$ cat src/rtl/timer_pkg.sv
// -----------------------------------------------------------------------------
// timer_pkg
//   Shared definitions for the memory-mapped machine timer and the generic
//   load/store lane helper:
//     - register byte offsets inside the 24-byte timer window and the matching
//       word indices (addr[4:2]);
//     - mem_acc_mode_e, the RISC-V funct3 load/store width encoding;
//     - CTRL field positions, a packed view of the CTRL register and a helper
//       that renders it as the 32-bit word seen by software.
// -----------------------------------------------------------------------------
package timer_pkg;

    // Byte offsets of the registers relative to BASE
    localparam logic [4:0] OFF_MTIME_LO    = 5'h00;
    localparam logic [4:0] OFF_MTIME_HI    = 5'h04;
    localparam logic [4:0] OFF_MTIMECMP_LO = 5'h08;
    localparam logic [4:0] OFF_MTIMECMP_HI = 5'h0C;
    localparam logic [4:0] OFF_CTRL        = 5'h10;
    localparam logic [4:0] OFF_STATUS      = 5'h14;
    // First offset past the window; addresses at or above this miss
    localparam logic [4:0] OFF_END         = 5'h18;

    // Word indices (addr[4:2]) derived from the byte offsets
    localparam logic [2:0] IDX_MTIME_LO    = OFF_MTIME_LO[4:2];
    localparam logic [2:0] IDX_MTIME_HI    = OFF_MTIME_HI[4:2];
    localparam logic [2:0] IDX_MTIMECMP_LO = OFF_MTIMECMP_LO[4:2];
    localparam logic [2:0] IDX_MTIMECMP_HI = OFF_MTIMECMP_HI[4:2];
    localparam logic [2:0] IDX_CTRL        = OFF_CTRL[4:2];
    localparam logic [2:0] IDX_STATUS      = OFF_STATUS[4:2];

    // RISC-V funct3 load/store width encoding
    typedef enum logic [2:0] {
        MODE_B  = 3'b000,
        MODE_H  = 3'b001,
        MODE_W  = 3'b010,
        MODE_BU = 3'b100,
        MODE_HU = 3'b101
    } mem_acc_mode_e;

    // CTRL field positions
    localparam int unsigned CTRL_EN_BIT     = 0;
    localparam int unsigned CTRL_IRQ_EN_BIT = 1;
    localparam int unsigned CTRL_PRESC_LSB  = 8;
    localparam int unsigned CTRL_PRESC_MSB  = 15;

    // Only the implemented CTRL bits are stored
    typedef struct packed {
        logic [7:0] presc;
        logic       irq_en;
        logic       en;
    } ctrl_t;

    // Software view of CTRL; unimplemented bits read as zero
    function automatic logic [31:0] ctrl_to_word(input ctrl_t c);
        logic [31:0] w;
        w = '0;
        w[CTRL_EN_BIT]                     = c.en;
        w[CTRL_IRQ_EN_BIT]                 = c.irq_en;
        w[CTRL_PRESC_MSB:CTRL_PRESC_LSB]   = c.presc;
        return w;
    endfunction

    // Inverse of ctrl_to_word for a fully merged store word
    function automatic ctrl_t word_to_ctrl(input logic [31:0] w);
        ctrl_t c;
        c.en     = w[CTRL_EN_BIT];
        c.irq_en = w[CTRL_IRQ_EN_BIT];
        c.presc  = w[CTRL_PRESC_MSB:CTRL_PRESC_LSB];
        return c;
    endfunction

endpackage

$ cat src/rtl/mmio_lane.sv
// -----------------------------------------------------------------------------
// mmio_lane
//   Purely combinational byte-lane helper for 32-bit memory-mapped registers.
//   Given the access width (funct3) and the byte lane addr[1:0] it:
//     - extracts the addressed byte/half/word from a 32-bit register word and
//       sign- or zero-extends it for loads;
//     - merges right-aligned store data into the addressed lanes of a word,
//       leaving the other bytes untouched;
//     - flags misaligned accesses and widths that are not B/H/W/BU/HU.
//
//   Ports
//     i_mode        funct3 access width
//     i_lane        byte lane, addr[1:0]
//     i_load_word   register word that loads read from
//     i_store_word  current register word that stores merge into
//     i_wdata       right-aligned store data (rs2)
//     o_load_data   extended load result (valid only for legal accesses)
//     o_merged_word i_store_word with the stored lanes replaced
//     o_misaligned  half not on an even byte, or word not on lane 0
//     o_illegal     width encoding outside the five supported modes
// -----------------------------------------------------------------------------
module mmio_lane
    import timer_pkg::*;
(
    input  logic [2:0]  i_mode,
    input  logic [1:0]  i_lane,
    input  logic [31:0] i_load_word,
    input  logic [31:0] i_store_word,
    input  logic [31:0] i_wdata,
    output logic [31:0] o_load_data,
    output logic [31:0] o_merged_word,
    output logic        o_misaligned,
    output logic        o_illegal
);

    mem_acc_mode_e w_mode;
    logic          w_is_byte;
    logic          w_is_half;
    logic          w_is_word;
    logic          w_is_signed;
    logic [4:0]    w_shamt;
    logic [31:0]   w_shifted;
    logic [3:0]    w_byte_en;
    logic [31:0]   w_bit_mask;
    logic [31:0]   w_wdata_sh;

    assign w_mode  = mem_acc_mode_e'(i_mode);
    assign w_shamt = {i_lane, 3'b000};

    // Width decode
    always_comb begin
        w_is_byte   = 1'b0;
        w_is_half   = 1'b0;
        w_is_word   = 1'b0;
        w_is_signed = 1'b0;
        case (w_mode)
            MODE_B:  begin w_is_byte = 1'b1; w_is_signed = 1'b1; end
            MODE_H:  begin w_is_half = 1'b1; w_is_signed = 1'b1; end
            MODE_W:  begin w_is_word = 1'b1; end
            MODE_BU: begin w_is_byte = 1'b1; end
            MODE_HU: begin w_is_half = 1'b1; end
            default: ;
        endcase
    end

    assign o_illegal    = ~(w_is_byte | w_is_half | w_is_word);
    assign o_misaligned = (w_is_half & i_lane[0]) | (w_is_word & (i_lane != 2'b00));

    // Load path: bring the addressed lane down to bit 0, then extend
    assign w_shifted = i_load_word >> w_shamt;

    always_comb begin
        o_load_data = '0;
        if (w_is_byte) begin
            o_load_data = {{24{w_is_signed & w_shifted[7]}}, w_shifted[7:0]};
        end else if (w_is_half) begin
            o_load_data = {{16{w_is_signed & w_shifted[15]}}, w_shifted[15:0]};
        end else if (w_is_word) begin
            o_load_data = w_shifted;
        end
    end

    // Store path: byte enables shifted into place, then a masked merge
    always_comb begin
        w_byte_en = 4'b0000;
        if (w_is_byte) begin
            w_byte_en = 4'b0001 << i_lane;
        end else if (w_is_half) begin
            w_byte_en = 4'b0011 << i_lane;
        end else if (w_is_word) begin
            w_byte_en = 4'b1111;
        end
    end

    always_comb begin
        w_bit_mask = '0;
        for (int unsigned i = 0; i < 4; i++) begin
            w_bit_mask[8*i +: 8] = {8{w_byte_en[i]}};
        end
    end

    assign w_wdata_sh    = i_wdata << w_shamt;
    assign o_merged_word = (i_store_word & ~w_bit_mask) | (w_wdata_sh & w_bit_mask);

endmodule

$ cat src/rtl/mmio_timer.sv
// -----------------------------------------------------------------------------
// mmio_timer
//   Memory-mapped machine timer on the data-side load/store bus. Holds a
//   64-bit prescaled free-running counter (mtime), a 64-bit compare register
//   (mtimecmp), CTRL (EN, IRQ_EN, PRESC) and a read-only STATUS bit, and drives
//   a registered level interrupt when IRQ_EN and mtime >= mtimecmp.
//
//   Window BASE..BASE+0x17:
//     0x00 MTIME_LO   0x04 MTIME_HI (reads return the snapshot taken by the
//     last MTIME_LO load)   0x08/0x0C MTIMECMP_LO/HI   0x10 CTRL   0x14 STATUS
//
//   Ports
//     clk             single clock, rising edge
//     rst             asynchronous active-low reset
//     rd_en / wr_en   load / store strobes for this cycle
//     addr            byte address
//     mem_acc_mode    funct3 width: B, H, W, BU, HU
//     wdata           right-aligned store data
//     rdata           combinational load data, zero when not a legal hit load
//     hit             addr lies inside the register window
//     acc_err         hit with an access that is misaligned or illegal width
//     timer_interrupt registered interrupt level
// -----------------------------------------------------------------------------
module mmio_timer
    import timer_pkg::*;
#(
    parameter logic [31:0] BASE = 32'h0000_2000
) (
    input  logic        clk,
    input  logic        rst,
    input  logic        rd_en,
    input  logic        wr_en,
    input  logic [31:0] addr,
    input  logic [2:0]  mem_acc_mode,
    input  logic [31:0] wdata,
    output logic [31:0] rdata,
    output logic        hit,
    output logic        acc_err,
    output logic        timer_interrupt
);

    // Architectural state
    logic [63:0] r_mtime;
    logic [63:0] r_mtimecmp;
    ctrl_t       r_ctrl;
    logic [7:0]  r_presc_cnt;
    logic [31:0] r_shadow_hi;
    logic        r_irq;

    // Decode
    logic [2:0]  w_idx;
    logic        w_misaligned;
    logic        w_illegal;
    logic        w_bad;
    logic        w_ld_ok;
    logic        w_st_ok;
    logic        w_cmp_ge;

    // Datapath
    logic [31:0] w_load_word;
    logic [31:0] w_store_word;
    logic [31:0] w_load_data;
    logic [31:0] w_merged;
    logic        w_tick;
    logic [63:0] w_mtime_nxt;
    logic [63:0] w_mtimecmp_nxt;
    ctrl_t       w_ctrl_nxt;
    logic [7:0]  w_presc_nxt;
    logic [31:0] w_shadow_nxt;

    assign hit   = (addr[31:5] == BASE[31:5]) && (addr[4:0] < OFF_END);
    assign w_idx = addr[4:2];

    mmio_lane u_lane (
        .i_mode        (mem_acc_mode),
        .i_lane        (addr[1:0]),
        .i_load_word   (w_load_word),
        .i_store_word  (w_store_word),
        .i_wdata       (wdata),
        .o_load_data   (w_load_data),
        .o_merged_word (w_merged),
        .o_misaligned  (w_misaligned),
        .o_illegal     (w_illegal)
    );

    assign w_bad    = w_misaligned | w_illegal;
    assign acc_err  = hit & (rd_en | wr_en) & w_bad;
    assign w_ld_ok  = hit & rd_en & ~w_bad;
    assign w_st_ok  = hit & wr_en & ~w_bad;
    assign w_cmp_ge = (r_mtime >= r_mtimecmp);

    // Load view: MTIME_HI reads come from the snapshot for coherent 64-bit reads
    always_comb begin
        w_load_word = '0;
        case (w_idx)
            IDX_MTIME_LO:    w_load_word = r_mtime[31:0];
            IDX_MTIME_HI:    w_load_word = r_shadow_hi;
            IDX_MTIMECMP_LO: w_load_word = r_mtimecmp[31:0];
            IDX_MTIMECMP_HI: w_load_word = r_mtimecmp[63:32];
            IDX_CTRL:        w_load_word = ctrl_to_word(r_ctrl);
            IDX_STATUS:      w_load_word = {31'b0, w_cmp_ge};
            default:         w_load_word = '0;
        endcase
    end

    // Store view: partial stores merge into the live register contents
    always_comb begin
        w_store_word = '0;
        case (w_idx)
            IDX_MTIME_LO:    w_store_word = r_mtime[31:0];
            IDX_MTIME_HI:    w_store_word = r_mtime[63:32];
            IDX_MTIMECMP_LO: w_store_word = r_mtimecmp[31:0];
            IDX_MTIMECMP_HI: w_store_word = r_mtimecmp[63:32];
            IDX_CTRL:        w_store_word = ctrl_to_word(r_ctrl);
            default:         w_store_word = '0;
        endcase
    end

    // Combinational read data shows the pre-store value on a read+write cycle
    assign rdata = w_ld_ok ? w_load_data : '0;

    // Prescaler
    assign w_tick = r_ctrl.en && (r_presc_cnt == r_ctrl.presc);

    always_comb begin
        w_presc_nxt = r_presc_cnt + 8'd1;
        if (w_st_ok && (w_idx == IDX_CTRL)) begin
            w_presc_nxt = '0;
        end else if (!r_ctrl.en || w_tick) begin
            w_presc_nxt = '0;
        end
    end

    // mtime: a store overrides the tick; the untouched word keeps its
    // pre-tick value so no carry leaks across the written half.
    always_comb begin
        w_mtime_nxt = w_tick ? (r_mtime + 64'd1) : r_mtime;
        if (w_st_ok && (w_idx == IDX_MTIME_LO)) begin
            w_mtime_nxt = {r_mtime[63:32], w_merged};
        end else if (w_st_ok && (w_idx == IDX_MTIME_HI)) begin
            w_mtime_nxt = {w_merged, r_mtime[31:0]};
        end
    end

    always_comb begin
        w_mtimecmp_nxt = r_mtimecmp;
        if (w_st_ok && (w_idx == IDX_MTIMECMP_LO)) begin
            w_mtimecmp_nxt[31:0] = w_merged;
        end else if (w_st_ok && (w_idx == IDX_MTIMECMP_HI)) begin
            w_mtimecmp_nxt[63:32] = w_merged;
        end
    end

    always_comb begin
        w_ctrl_nxt = r_ctrl;
        if (w_st_ok && (w_idx == IDX_CTRL)) begin
            w_ctrl_nxt = word_to_ctrl(w_merged);
        end
    end

    // Any legal load of MTIME_LO (any width) snapshots the upper word
    always_comb begin
        w_shadow_nxt = r_shadow_hi;
        if (w_ld_ok && (w_idx == IDX_MTIME_LO)) begin
            w_shadow_nxt = r_mtime[63:32];
        end
    end

    always_ff @(posedge clk or negedge rst) begin
        if (!rst) begin
            r_mtime     <= '0;
            r_mtimecmp  <= '1;
            r_ctrl      <= '0;
            r_presc_cnt <= '0;
            r_shadow_hi <= '0;
        end else begin
            r_mtime     <= w_mtime_nxt;
            r_mtimecmp  <= w_mtimecmp_nxt;
            r_ctrl      <= w_ctrl_nxt;
            r_presc_cnt <= w_presc_nxt;
            r_shadow_hi <= w_shadow_nxt;
        end
    end

    // Interrupt sampled from pre-edge register values
    always_ff @(posedge clk or negedge rst) begin
        if (!rst) begin
            r_irq <= 1'b0;
        end else begin
            r_irq <= r_ctrl.irq_en & w_cmp_ge;
        end
    end

    assign timer_interrupt = r_irq;

endmodule

$ cat config.mk
export PLATFORM = sky130hd
export DESIGN_NAME = mmio_timer
export DESIGN_NICKNAME = d
export VERILOG_FILES = /design/src/rtl/timer_pkg.sv /design/src/rtl/mmio_lane.sv /design/src/rtl/mmio_timer.sv
export SDC_FILE = /design/constraint.sdc
export NUM_CORES = 1
export LEC_CHECK = 0
export CAP_MARGIN = 20
export CORE_UTILIZATION = 45
export CTS_CLUSTER_SIZE = 40
export DETAILED_ROUTE_END_ITERATION = 12
export PLACE_DENSITY = 0.62
export SETUP_SLACK_MARGIN = 0.1
export SLEW_MARGIN = 40
export SYNTH_ARGS = -nofsm -noshare
export SYNTH_HDL_FRONTEND = slang
export SYNTH_HIERARCHICAL = 1
export SYNTH_SLANG_ARGS = --single-unit
$ cat constraint.sdc
create_clock -name clk -period 3.65 [get_ports clk]
set_input_delay 0.5475 -clock clk [delete_from_list [all_inputs] [get_ports clk]]
set_output_delay 0.5475 -clock clk [all_outputs]
set_load 0.01 [all_outputs]
Word level (Yosys, flattened, before mapping)
Index checks and enable logic that the tools add are counted.
{"block": "classes", "n_addsub": 2, "n_lt_le_gt_ge": 2, "n_eq_ne": 12, "shift": 4, "muxes": 18, "bitwise_logic": 24, "reduce_logical": 21}
{"cell": "$pmux W32 S6", "n": 1}
{"cell": "$mux W32", "n": 5}
{"cell": "$pmux W32 S5", "n": 1}
{"cell": "$mux W64", "n": 2}
{"cell": "$add A64 B1 Y64 const B", "n": 1}
{"cell": "$and A32 B32 Y32", "n": 2}
{"cell": "$ge A64 B64 Y1", "n": 1}
{"cell": "$not A32 Y32", "n": 1}
{"cell": "$or A32 B32 Y32", "n": 1}
{"cell": "$shl A32 B5 Y32", "n": 1}
{"cell": "$shr A32 B5 Y32", "n": 1}
{"cell": "$eq A27 B9 Y1 const B", "n": 1}
{"cell": "$mux W8", "n": 2}
{"cell": "$eq A3 B3 Y1 const B", "n": 4}
{"cell": "$mux W4", "n": 3}
{"cell": "$and A1 B1 Y1", "n": 11}
{"cell": "$eq A3 B2 Y1 const B", "n": 3}
{"cell": "$add A8 B1 Y8 const B", "n": 1}
{"cell": "$eq A8 B8 Y1", "n": 1}
{"cell": "$logic_and A1 B1 Y1", "n": 8}
{"cell": "$eq A3 B1 Y1 const B", "n": 2}
{"cell": "$logic_not A3 Y1", "n": 2}
{"cell": "$reduce_and A2 Y1", "n": 3}
{"cell": "$reduce_bool A2 Y1", "n": 3}
{"cell": "10 further kinds", "n": 22}
{"block": "totals", "reg_bits": 179, "in_bits": 71, "out_inout_bits": 35, "elab_cells": 93}

Logic depth before layout (Yosys ltp)
Gate-level depths: netlist (run 1).
{"block": "depth", "ltp_word": 12, "ltp_mapped": 13, "mapped_depth_nobuf": 12}

Hierarchy
Netlist (run 1), hierarchy kept.
{"mod": "mmio_timer", "instances": 1, "cells_each": 1385, "area_each_um2": 12100.4, "seq_area_each_um2": 4559.4}
{"mod": "mmio_lane", "instances": 1, "cells_each": 249, "area_each_um2": 1692.9, "seq_area_each_um2": 0.0}

Worst setup path before layout (run 1)
Ideal clock, no wire load.
{"block": "synth_path", "kind": "in2out", "from": "in addr[4]", "to": "out rdata[22]", "arrival_ns": 2.860, "t_required_ns": 3.102, "slack_ns": 0.242, "stages": 12, "path_buffers": 5, "path_cell_list": "buf_2 buf_2 clkbuf_1 clkbuf_1 nor2_1 a21o_1 mux4_2 nand3_4 o31a_4 buf_8 o21ai_2 and2_1"}
{"block": "synth_between", "elab_chain_len": 7, "elab_cells_between_ends": 18, "classes_between": "order compare: 1; eq/ne: 5; shift: 1; mux: 5; bitwise: 4; reduce/logical: 2"}
{"item": "start: declaration", "line_no": "mmio_timer.sv:33", "source": "input logic [31:0] addr,"}
{"item": "$eq A3 B3 Y1 (tied with other cells)", "line_no": "mmio_timer.sv:95", "source": "case (w_idx)"}
{"item": "$pmux W32 S6 *", "line_no": "mmio_timer.sv:95"}
{"item": "named net w_load_word[23]", "line_no": "mmio_timer.sv:60", "source": "logic [31:0] w_load_word;"}
{"item": "$shr A32 B5 Y32 *", "line_no": "mmio_lane.sv:70", "source": "assign w_shifted = i_load_word >> w_shamt;"}
{"item": "$and A1 B1 Y1", "line_no": "mmio_lane.sv:77", "source": "o_load_data = {{16{w_is_signed & w_shifted[15]}}, w_shifted[15:0]};"}
{"item": "$mux W32", "line_no": "mmio_lane.sv:76", "source": "end else if (w_is_half) begin"}
{"item": "$mux W32 *", "line_no": "mmio_lane.sv:74", "source": "if (w_is_byte) begin"}
{"item": "named net w_load_data[22]", "line_no": "mmio_timer.sv:62", "source": "logic [31:0] w_load_data;"}
{"item": "$mux W32 *", "line_no": "mmio_timer.sv:120", "source": "assign rdata = w_ld_ok ? w_load_data : '0;"}
{"item": "end: declaration", "line_no": "mmio_timer.sv:36", "source": "output logic [31:0] rdata,"}
The timed path passes the listed nets; every way through them passes the cells marked *.

Final worst setup path (run 1)
{"block": "layout_path", "from": "reg r_mtimecmp[15]", "to": "out rdata[0]"}
{"block": "layout_between", "elab_chain_len": 7}
{"item": "start: declaration", "line_no": "mmio_timer.sv:44", "source": "logic [63:0] r_mtimecmp;"}
{"item": "start signal: assignment", "line_no": "mmio_timer.sv:178", "source": "r_mtimecmp <= w_mtimecmp_nxt;"}
{"item": "$ge A64 B64 Y1 *", "line_no": "mmio_timer.sv:90", "source": "assign w_cmp_ge = (r_mtime >= r_mtimecmp);"}
{"item": "$pmux W32 S6 *", "line_no": "mmio_timer.sv:95"}
{"item": "named net w_load_word[0]", "line_no": "mmio_timer.sv:60"}
{"item": "$shr A32 B5 Y32 *", "line_no": "mmio_lane.sv:70"}
{"item": "$mux W32", "line_no": "mmio_lane.sv:78", "source": "end else if (w_is_word) begin"}
{"item": "$mux W32", "line_no": "mmio_lane.sv:76"}
{"item": "$mux W32 *", "line_no": "mmio_lane.sv:74"}
{"item": "named net w_load_data[0]", "line_no": "mmio_timer.sv:62"}
{"item": "$mux W32 *", "line_no": "mmio_timer.sv:120"}
Marks and branches as above.

==> impl_metrics.env, run 1 <==
export IMPL_yosys_warnings=6
export IMPL_p_leak_nw=8.76
export IMPL_cts_buffers=17
export IMPL_yosysTopAreaCell="dfrtp_1"
export IMPL_cts_hold_buf=0
export IMPL_fin_crit_sh_pct=107
export IMPL_drtPass1Iterations=6
export IMPL_switchingPower_mw=1.33
export IMPL_worstSetupPathType="reg -> out"
export IMPL_syn_area_um2=13800
export IMPL_power_density_nw_per_um2=267
export IMPL_die_x_um=177
export IMPL_fin_crit_ps=3900
export IMPL_avgSynthCellArea_um2=8.44
export IMPL_wire_per_inst_um=22.3
export IMPL_initial_utilization_pct=46.2
export IMPL_grt_pass1_wl_um=77000
export IMPL_reg2reg_slack_ps=1020
export IMPL_port_buffers=105
export IMPL_hp_class="in -> async"
export IMPL_drc=0
export IMPL_synth_edf_count=0
export IMPL_r2r_start="r_mtime[1]"
export IMPL_skew_ps=19.1
export IMPL_dr_total_vias=13700
export IMPL_ant_nets=0
export IMPL_path_cells="inv_2, ha_4, nand4_1, nor3_2, or4b_4, a31oi_4, o2111ai_2, nand3_2, nor2b_4, a211oi_2, a211oi_2, and2_1, buf_2"
export IMPL_row_count=63
export IMPL_grt_max_degree=57
export IMPL_synth_cell_types=91
export IMPL_max_freq_mhz=256
export IMPL_violations="setup timing"
export IMPL_status="complete, but fails checks"
export IMPL_drt_wl_total_um=51200
export IMPL_ys_flop_type="dfrtp_1"
export IMPL_reg2reg_to="r_mtime[34]"
export IMPL_critPathMaxStageDelay_ps=550
export IMPL_crit_fanout=2
export IMPL_drv_cap=0
export IMPL_ir_drop_mv=0.355
export IMPL_p_int_mw=3.36
export IMPL_antenna_found_initial=0
export IMPL_cp_slowest_cell="dfstp_2"
export IMPL_path_common_cell="a211oi_2"
export IMPL_crit_buf_inv=2
export IMPL_place_congestion=0.911
export IMPL_path_clk_slew_ps=80
export IMPL_synth_seq_cells=179
export IMPL_io_pins=106
export IMPL_core_region_area_um2=29900
export IMPL_synthArstFlopShare_pct=100
export IMPL_hold_viol_final=0
export IMPL_yosys_top_cells_area="dfrtp_1, dfstp_2, ha_1, a21oi_1, o21ai_0"
export IMPL_ys_seq_area_share_pct=33.1
export IMPL_grt_usage_pct=32.6
export IMPL_arrival_ps=3350
export IMPL_fp_dieH_um=177
export IMPL_slew_headroom_pct=51.0
export IMPL_total_power_mw=4.69
export IMPL_grt_pass1_vias=13000
export IMPL_required_ps=3100
export IMPL_reg2reg_depth=9
export IMPL_start_kind="flop"
export IMPL_cts_tree="done"
export IMPL_holdWs_ps=56.7
export IMPL_clkLatencyLatePin_ps=460
export IMPL_sequentialPowerShare_pct=42.3
export IMPL_setup_ws_ps=-250
export IMPL_comb_power_share_pct=15.7
export IMPL_clk_path_buf_depth=2
export IMPL_place_hpwl_um=38700
export IMPL_htreeDepth=4
export IMPL_drv_slew=0
export IMPL_rsz0062_at_grt="yes"
export IMPL_cts_root_buf="clkbuf_16"
export IMPL_numClockSinks=179
export IMPL_drive_gt1_share_pct=26.5
export IMPL_post_route_util_pct=58.8
export IMPL_drt_vias_per_instance=5.99
export IMPL_syn_num_nets=1775
export IMPL_swShare_pct=28.4
export IMPL_gr_total_overflow=0
export IMPL_drt_iter0_markers=1357
export IMPL_area_growth_syn_to_layout_pct=27.3
export IMPL_synthesis_instances=1634
export IMPL_final_nets=2033
export IMPL_setup_viol=1
export IMPL_end_kind="primary output"
export IMPL_crit_family="simple AND/OR/NAND/NOR gates"
export IMPL_synth_top_area_share_pct=20.9
export IMPL_clkPwrFrac_pct=42.0
export IMPL_worst_slew_pin_transition_ps=728
export IMPL_die_area_um2=31400
power groups by stage:
stage	Clock [mW]	Sequential (mW)	Combinational, mW
global route	2.08	1.99	0.773
CTS	1.99	1.99	0.710
global placement	0	2.02	0.682
detailed placement	0	2.02	0.685
finish	1.97	1.99	0.735
floorplan	0	2.02	0.317
metrics by stage:
stage                     cells  setup WS, ps  instance area (um^2)  setup TNS [ps]
after detailed placement   2245          -545                 16600           -6390
final                      2296          -250                 17600            -250
after global routing       2295          -317                 17600            -346
after floorplan            1634           242                 13800               0
after global placement     2244          -442                 16500           -5330
after CTS                  2291          -195                 17500            -195
synth_stat cells (8+ instances only):
library cell,count
mux2_4,30
dfstp_2,64
nor2_1,85
buf_2,40
and2_1,37
a211oi_1,23
nand3_1,51
ha_1,70
o22ai_1,34
a22oi_1,12
dfrtp_1,115
a21o_1,47
o21ai_0,162
mux2_2,30
mux2i_1,74
and4_1,10
nor3_1,11
clkbuf_1,46
o31ai_1,10
nand2b_1,8
a21oi_1,163
nand2_1,188
xor2_1,13
nor2b_1,21
nor4_1,10
and3_1,21
inv_1,91
nand4_1,33
how the worst max path moves through the flow:
| stage | cells after the start | end | from |
|---|---|---|---|
| 4_1_cts | 13 | rdata[0] | r_mtimecmp[9] |
| 6_report | 13 | rdata[0] | r_mtimecmp[15] |
| 3_5_place_dp | 13 | rdata[0] | r_mtimecmp[15] |
| 3_3_place_gp | 13 | rdata[0] | r_mtimecmp[15] |
| 5_1_grt | 13 | rdata[0] | r_mtimecmp[15] |
| 2_1_floorplan | 12 | rdata[22] | addr[4] |
area by class of cell:
cell class	instances	area, um^2
Antenna cell	1	2.50
Clock buffer	20	467
Clock inverter	12	145
Fill cell	2687	12300
Inverter	92	345
Multi-Input combinational cell	1259	8680
Sequential cell	179	4560
Tap cell	390	488
Timing Repair Buffer	343	2880
flip-flops by register name, indices dropped and copies added, names as in the netlist:
signal	flops
r_mtimecmp	64
r_mtime	64
r_ctrl	10
r_shadow_hi	32
timer_interrupt	1
r_presc_cnt	8
cells by family after synthesis:
group	share of synthesized area (%)
xor gates and xnor gates	0.889
DFF	33.1
AOI/OAI and AO/OA	23.2
adders and majority gates	6.35
buffers and inverters	6.31
and+or+nand+nor	19.0
muxes	11.2
cell usage in the layout, fill, tap and decap left out, types with 19 or more instances in the layout:
| cell | instances |
|---|---|
| dfrtp_1 | 115 |
| mux2_2 | 30 |
| a21oi_1 | 159 |
| a211oi_1 | 20 |
| inv_1 | 88 |
| clkdlybuf4s50_1 | 73 |
| dfstp_2 | 64 |
| ha_1 | 64 |
| and2_1 | 36 |
| a21o_1 | 45 |
| nand2_1 | 186 |
| and3_1 | 20 |
| o22ai_1 | 34 |
| o21ai_0 | 157 |
| nand3_1 | 50 |
| nor2b_1 | 19 |
| mux2_4 | 30 |
| buf_4 | 221 |
| mux2i_1 | 72 |
| nor2_1 | 81 |
| nand4_1 | 33 |
metal layers:
metal	GRT usage (%)	vias to the layer above	part of all wire, %
li1	-	6420	-
met1	46.1	6638	45
met2	51.1	614	45
met3	4.66	75	7.4
met4	10.1	0	2.8
met5	0	-	0
what timing repair did:
item | 4_1_cts | 5_1_grt
pin swaps | 15 | 18
endpoints found under the setup margin | 32 | 32
hold endpoints to repair | 0 | 0
cloned | 1 | 1
gates resized for setup | 91 | 61
buffers inserted | 13 | 3
(Power assumes the default switching activity.)
==> run 2, diff against run 1 <==
CAP_MARGIN = default   (was 20)
CORE_UTILIZATION = 50   (was 45)
PLACE_DENSITY = 0.68   (was 0.62)
==> run 2 against run 1 <==
Fmax decreased by 2.9%. Cell count down 2.7%. Register-to-register slack got worse by 60 ps. Die area down 9.9%. Global-route usage rose by 2.9 points. The flow still finishes with violations (setup timing). Via count grew 0.60%. Largest cell class unchanged.
==> impl_metrics.env, run 2 (synthesis gave the netlist of run 1 again) <==
export IMPL_grt_busiest_layer="met2"
export IMPL_ir_drop_mv=0.330
export IMPL_fin_crit_sh_pct=110
export IMPL_drv_cap=0
export IMPL_met1_usage_pct=49.6
export IMPL_htreeDepth=4
export IMPL_drv_slew=0
export IMPL_cts_buffers=17
export IMPL_rsz0062_at_grt="yes"
export IMPL_grt_pass1_wl_um=76600
export IMPL_path_cells="inv_1, ha_4, a21oi_2, o21ai_1, a221o_1, a221o_1, o2111ai_2, nand3_2, nor2b_4, a211oi_2, a211oi_2, and2_1, buf_2"
export IMPL_place_hpwl_um=37400
export IMPL_switchingPower_mw=1.39
export IMPL_fp_dieH_um=168
export IMPL_final_cell_mix="buf_4, nand2_1, a21oi_1"
export IMPL_final_nets=2020
export IMPL_grt_usage_pct=35.5
export IMPL_antenna_found_initial=1
export IMPL_setup_ws_ps=-368
export IMPL_drtPass1Iterations=6
export IMPL_final_instance_count_excl_fill=2234
export IMPL_sequentialPowerShare_pct=43.4
export IMPL_crit_fanout=3
export IMPL_fin_crit_ps=4020
export IMPL_use_met2_pct=55.4
export IMPL_required_ps=3100
export IMPL_end_kind="primary output"
export IMPL_start_kind="flop"
export IMPL_die_area_um2=28300
export IMPL_drc=0
export IMPL_reg_largest_list="r_mtime (64), r_mtimecmp (64), r_shadow_hi (32)"
export IMPL_clkPwrFrac_pct=40.5
export IMPL_clkLatencyLatePin_ps=460
export IMPL_gr_total_overflow=0
export IMPL_violations="setup timing"
export IMPL_post_route_util_pct=64.7
export IMPL_grt_max_degree=86
export IMPL_skew_ps=19.9
export IMPL_area_growth_syn_to_layout_pct=26.8
export IMPL_dr_total_vias=13800
export IMPL_initial_utilization_pct=51.0
export IMPL_slew_headroom_pct=40.6
export IMPL_grt_pass1_vias=13000
export IMPL_cts_hold_buf=0
export IMPL_dp_cells=2175
export IMPL_drt_wl_total_um=50000
export IMPL_place_congestion=0.968
export IMPL_p_leak_nw=8.72
export IMPL_critPathMaxStageDelay_ps=540
export IMPL_clk_path_buf_depth=2
export IMPL_met3_usage_pct=5.59
export IMPL_hold_viol_final=0
export IMPL_worst_slew_pin_transition_ps=886
export IMPL_row_count=60
export IMPL_cts_tree="done"
export IMPL_setup_viol=13
export IMPL_status="complete, but fails checks"
export IMPL_worstSetupPathType="reg -> out"
export IMPL_hp_class="in -> async"
export IMPL_path_clk_slew_ps=90
export IMPL_wire_per_inst_um=22.4
export IMPL_cts_root_buf="clkbuf_16"
export IMPL_p_int_mw=3.19
export IMPL_power_density_nw_per_um2=262
export IMPL_drt_iter0_markers=1310
export IMPL_arrival_ps=3470
export IMPL_swShare_pct=30.4
export IMPL_final_common_cell="buf_4"
export IMPL_ant_nets=0
export IMPL_core_region_area_um2=27000
export IMPL_port_buffers=105
export IMPL_io_pins=106
export IMPL_comb_power_share_pct=16.0
export IMPL_drive_gt1_share_pct=27.1
export IMPL_num_fill_cells=2298
export IMPL_numClockSinks=179
export IMPL_die_x_um=168
export IMPL_drt_vias_per_instance=6.19
export IMPL_max_freq_mhz=249
export IMPL_cp_slowest_cell="dfstp_2"
run 2: changes by cell type in the layout (fill, tap and decap cells not counted), sizes merged:
| cell | delta |
|---|---|
| clkbuf | -14 |
| inv | +4 |
| buf | +3 |
| clkdlybuf4s15 | -3 |
| bufinv | -2 |
| and3 | -1 |
| clkdlybuf4s50 | -1 |
| clkinv | +1 |
| clkinvlp | -1 |
| dlymetal6s2s | +1 |
run 2: metrics by stage:
stage	cell area (um^2)	total power, mW	TNS, ps	worst slack (ps)	hold WS, ps
CTS	17200	4.55	-576	-262	204
finish	17500	4.57	-1260	-368	159
floorplan	13800	2.34	0	242	252
global placement	16400	2.69	-6000	-520	492
global route	17500	4.69	-2200	-465	199
detailed placement	16400	2.69	-6980	-547	497
run 2: area by class of cell:
| type | count | area, um^2 | area share (%) |
|---|---|---|---|
| inverters | 92 | 345 | 1.97 |
| multi-input cells | 1258 | 8740 | 50.0 |
| well taps | 341 | 427 | 2.44 |
| diodes | 1 | 2.50 | 0.0143 |
| flip-flops and latches | 179 | 4560 | 26.1 |
| clock buffers | 18 | 429 | 2.45 |
| repair buffers | 331 | 2840 | 16.3 |
| clock inverters | 14 | 135 | 0.773 |
run 2: repair_timing:
action	in CTS	in global routing
endpoints found under the setup margin	32	32
setup buffers	19	8
gates resized for setup	144	54
pin swaps	15	14
gates cloned	1	1
run 2: power by group through the flow:
stage                     clock, mW  sequential, mW  combinational, mW
final                          1.85            1.99              0.734
after global routing           1.94            1.99              0.773
after CTS                      1.87            1.99              0.693
after detailed placement          0            2.02              0.671
after global placement            0            2.02              0.668
after floorplan                   0            2.02              0.317
run 2: worst paths after layout:
kind | from | cells after the start | to | slack [ps]
hold reg to reg | r_mtimecmp[30] | 2 | r_mtimecmp[30] | 510
setup / recovery | r_mtimecmp[19] | 13 | rdata[0] | -370
max in group asynchronous | rst | 2 | r_mtimecmp[43] | 2650
setup reg to reg | r_ctrl[9] | 6 | r_mtime[57] | 960
min in group clk | r_mtimecmp[30] | 2 | r_mtimecmp[30] | 510
hold / removal | rst | 1 | r_mtime[18] | 160
run 2: layer usage:
metal	vias to the layer above	wire (um)
met4	0	1870
met3	99	4340
met2	678	22200
met1	6658	21600
li1	6395	-
met5	-	0
run 2: critical path: cells and delay by family (launching register included):
| family | cells | cell delay (ps) |
|---|---|---|
| fa+ha+maj | 1 | 230 |
| simple gates | 3 | 480 |
| buf+inv | 2 | 210 |
| flops | 1 | 540 |
| compound gates | 7 | 1560 |
==> run 3, diff against run 2 <==
SKIP_LAST_GASP = 1   (was default)
==> run 3 against run 2 <==
The flow still finishes with violations (setup timing). Flip-flop and latch count unchanged. Utilization about the same. Sequential power about the same. Cell count about the same. Sequential share of layout area about the same. Combinational power about the same. Via count down 0.25%. Hold slack worse by 11 ps. Critical path type unchanged. Critical endpoint unchanged. Largest power group unchanged.
==> impl_metrics.env, run 3 (synthesis gave the netlist of run 1 again) <==
export IMPL_status="complete, but fails checks"
export IMPL_violations="setup timing"
export IMPL_htreeDepth=4
export IMPL_die_x_um=168
export IMPL_antenna_found_initial=1
export IMPL_drc=0
export IMPL_worstSetupPathType="reg -> out"
export IMPL_p_leak_nw=8.72
export IMPL_fp_dieH_um=168
export IMPL_cts_tree="done"
export IMPL_hp_class="in -> async"
export IMPL_max_freq_mhz=250
export IMPL_drv_cap=0
export IMPL_place_congestion=0.968
export IMPL_reg_largest_list="r_mtime (64), r_mtimecmp (64), r_shadow_hi (32)"
export IMPL_drv_slew=0
export IMPL_met3_usage_pct=5.85
export IMPL_io_pins=106
export IMPL_cts_hold_buf=0
export IMPL_setup_ws_ps=-343
export IMPL_drive_gt1_share_pct=27.1
export IMPL_final_nets=2022
export IMPL_crit_buf_inv=2
export IMPL_start_kind="flop"
export IMPL_required_ps=3100
export IMPL_die_area_um2=28300
export IMPL_use_met2_pct=55.4
export IMPL_clk_path_buf_depth=2
export IMPL_post_route_util_pct=64.7
export IMPL_hold_viol_final=0
export IMPL_ant_nets=0
export IMPL_dp_cells=2175
export IMPL_grt_max_degree=86
export IMPL_ir_drop_mv=0.329
export IMPL_skew_ps=21.4
export IMPL_setup_viol=14
export IMPL_path_cells="inv_2, ha_4, a21oi_2, o21ai_1, a221o_1, a221o_1, o2111ai_2, nand3_2, nor2b_4, a211oi_2, a211oi_2, and2_1, buf_2"
export IMPL_numClockSinks=179
export IMPL_final_cell_mix="buf_4, nand2_1, a21oi_1"
export IMPL_cp_slowest_cell="dfstp_2"
export IMPL_cts_buffers=17
export IMPL_fin_crit_ps=3990
export IMPL_wire_per_inst_um=22.4
export IMPL_drt_wl_total_um=50000
export IMPL_grt_busiest_layer="met2"
export IMPL_critPathMaxStageDelay_ps=550
export IMPL_grt_usage_pct=35.5
export IMPL_worst_slew_pin_transition_ps=882
export IMPL_area_growth_syn_to_layout_pct=26.8
export IMPL_total_power_mw=4.58
export IMPL_fin_crit_sh_pct=109
export IMPL_met1_usage_pct=49.4
export IMPL_path_clk_slew_ps=80
export IMPL_core_region_area_um2=27000
export IMPL_drt_iter0_markers=1287
export IMPL_drtPass1Iterations=5
export IMPL_place_hpwl_um=37400
export IMPL_clkLatencyLatePin_ps=460
export IMPL_final_instance_count_excl_fill=2236
export IMPL_crit_fanout=2
export IMPL_slew_headroom_pct=40.8
export IMPL_arrival_ps=3450
export IMPL_gr_total_overflow=0
export IMPL_power_density_nw_per_um2=262
export IMPL_initial_utilization_pct=51.0
export IMPL_drt_vias_per_instance=6.17
export IMPL_end_kind="primary output"
export IMPL_dr_total_vias=13800
export IMPL_cts_root_buf="clkbuf_16"
export IMPL_final_common_cell="buf_4"
export IMPL_final_setup_tns_ps=-1440
export IMPL_grt_pass1_wl_um=76600
export IMPL_row_count=60
export IMPL_port_buffers=105
export IMPL_rsz0062_at_grt="yes"
export IMPL_crit_family="compound AO/OA/AOI/OAI gates"
export IMPL_grt_pass1_vias=13000
==> run 3: cell count changes in the layout (fill, tap and decap cells not counted), moves of 2 or more <==
cell     change
o21ai_2      +7
o21ai_0      -6
buf_4        +3
mux2i_1      +2
mux2i_2      -2
==> run 3: metrics by stage <==
stage	setup slack, ps	hold slack, ps	instance area [um^2]
final	-343	148	17500
after global routing	-452	197	17500
after CTS	-262	204	17200
after detailed placement	-547	497	16400
after global placement	-520	492	16400
after floorplan	242	252	13800
==> run 3: report_power, final <==
group	internal, mW	switching (mW)
clock	0.906	0.949
sequential	1.99	0.0000000283
combinational	0.294	0.442
==> run 3: final cells by class <==
cell class / instances / area (um^2)
tap: 341 / 427
timing repair buffer: 333 / 2850
clock inverter: 14 / 135
inverter: 92 / 345
multi-input combinational: 1258 / 8750
clock buffer: 18 / 429
fill: 2294 / 9530
sequential: 179 / 4560
antenna: 1 / 2.50
==> run 3: per-layer routing <==
layer  vias to the layer above  wire length (um)
li1                       6399                 -
met2                       684             22200
met1                      6620             21700
met4                         0              1710
met3                        92              4350
met5                         -                 0
==> run 3: final timing paths <==
check,from,endpoint,slack [ps],depth (start not counted)
min,rst,r_mtime[21],150,1
min reg2reg,r_shadow_hi[14],r_shadow_hi[14],510,1
max reg2reg,r_presc_cnt[0],r_mtime[57],960,6
max in group asynchronous,rst,r_mtimecmp[43],2660,2
min in group clk,r_shadow_hi[14],r_shadow_hi[14],510,1
max,r_mtimecmp[17],rdata[0],-340,13
==> run 3: repair_timing <==
action                                  4_1_cts  5_1_grt
resized for setup                           125       76
endpoints found under the setup margin       32       31
cloned                                        1        1
pin swaps                                    15       16
setup buffers                                19        9
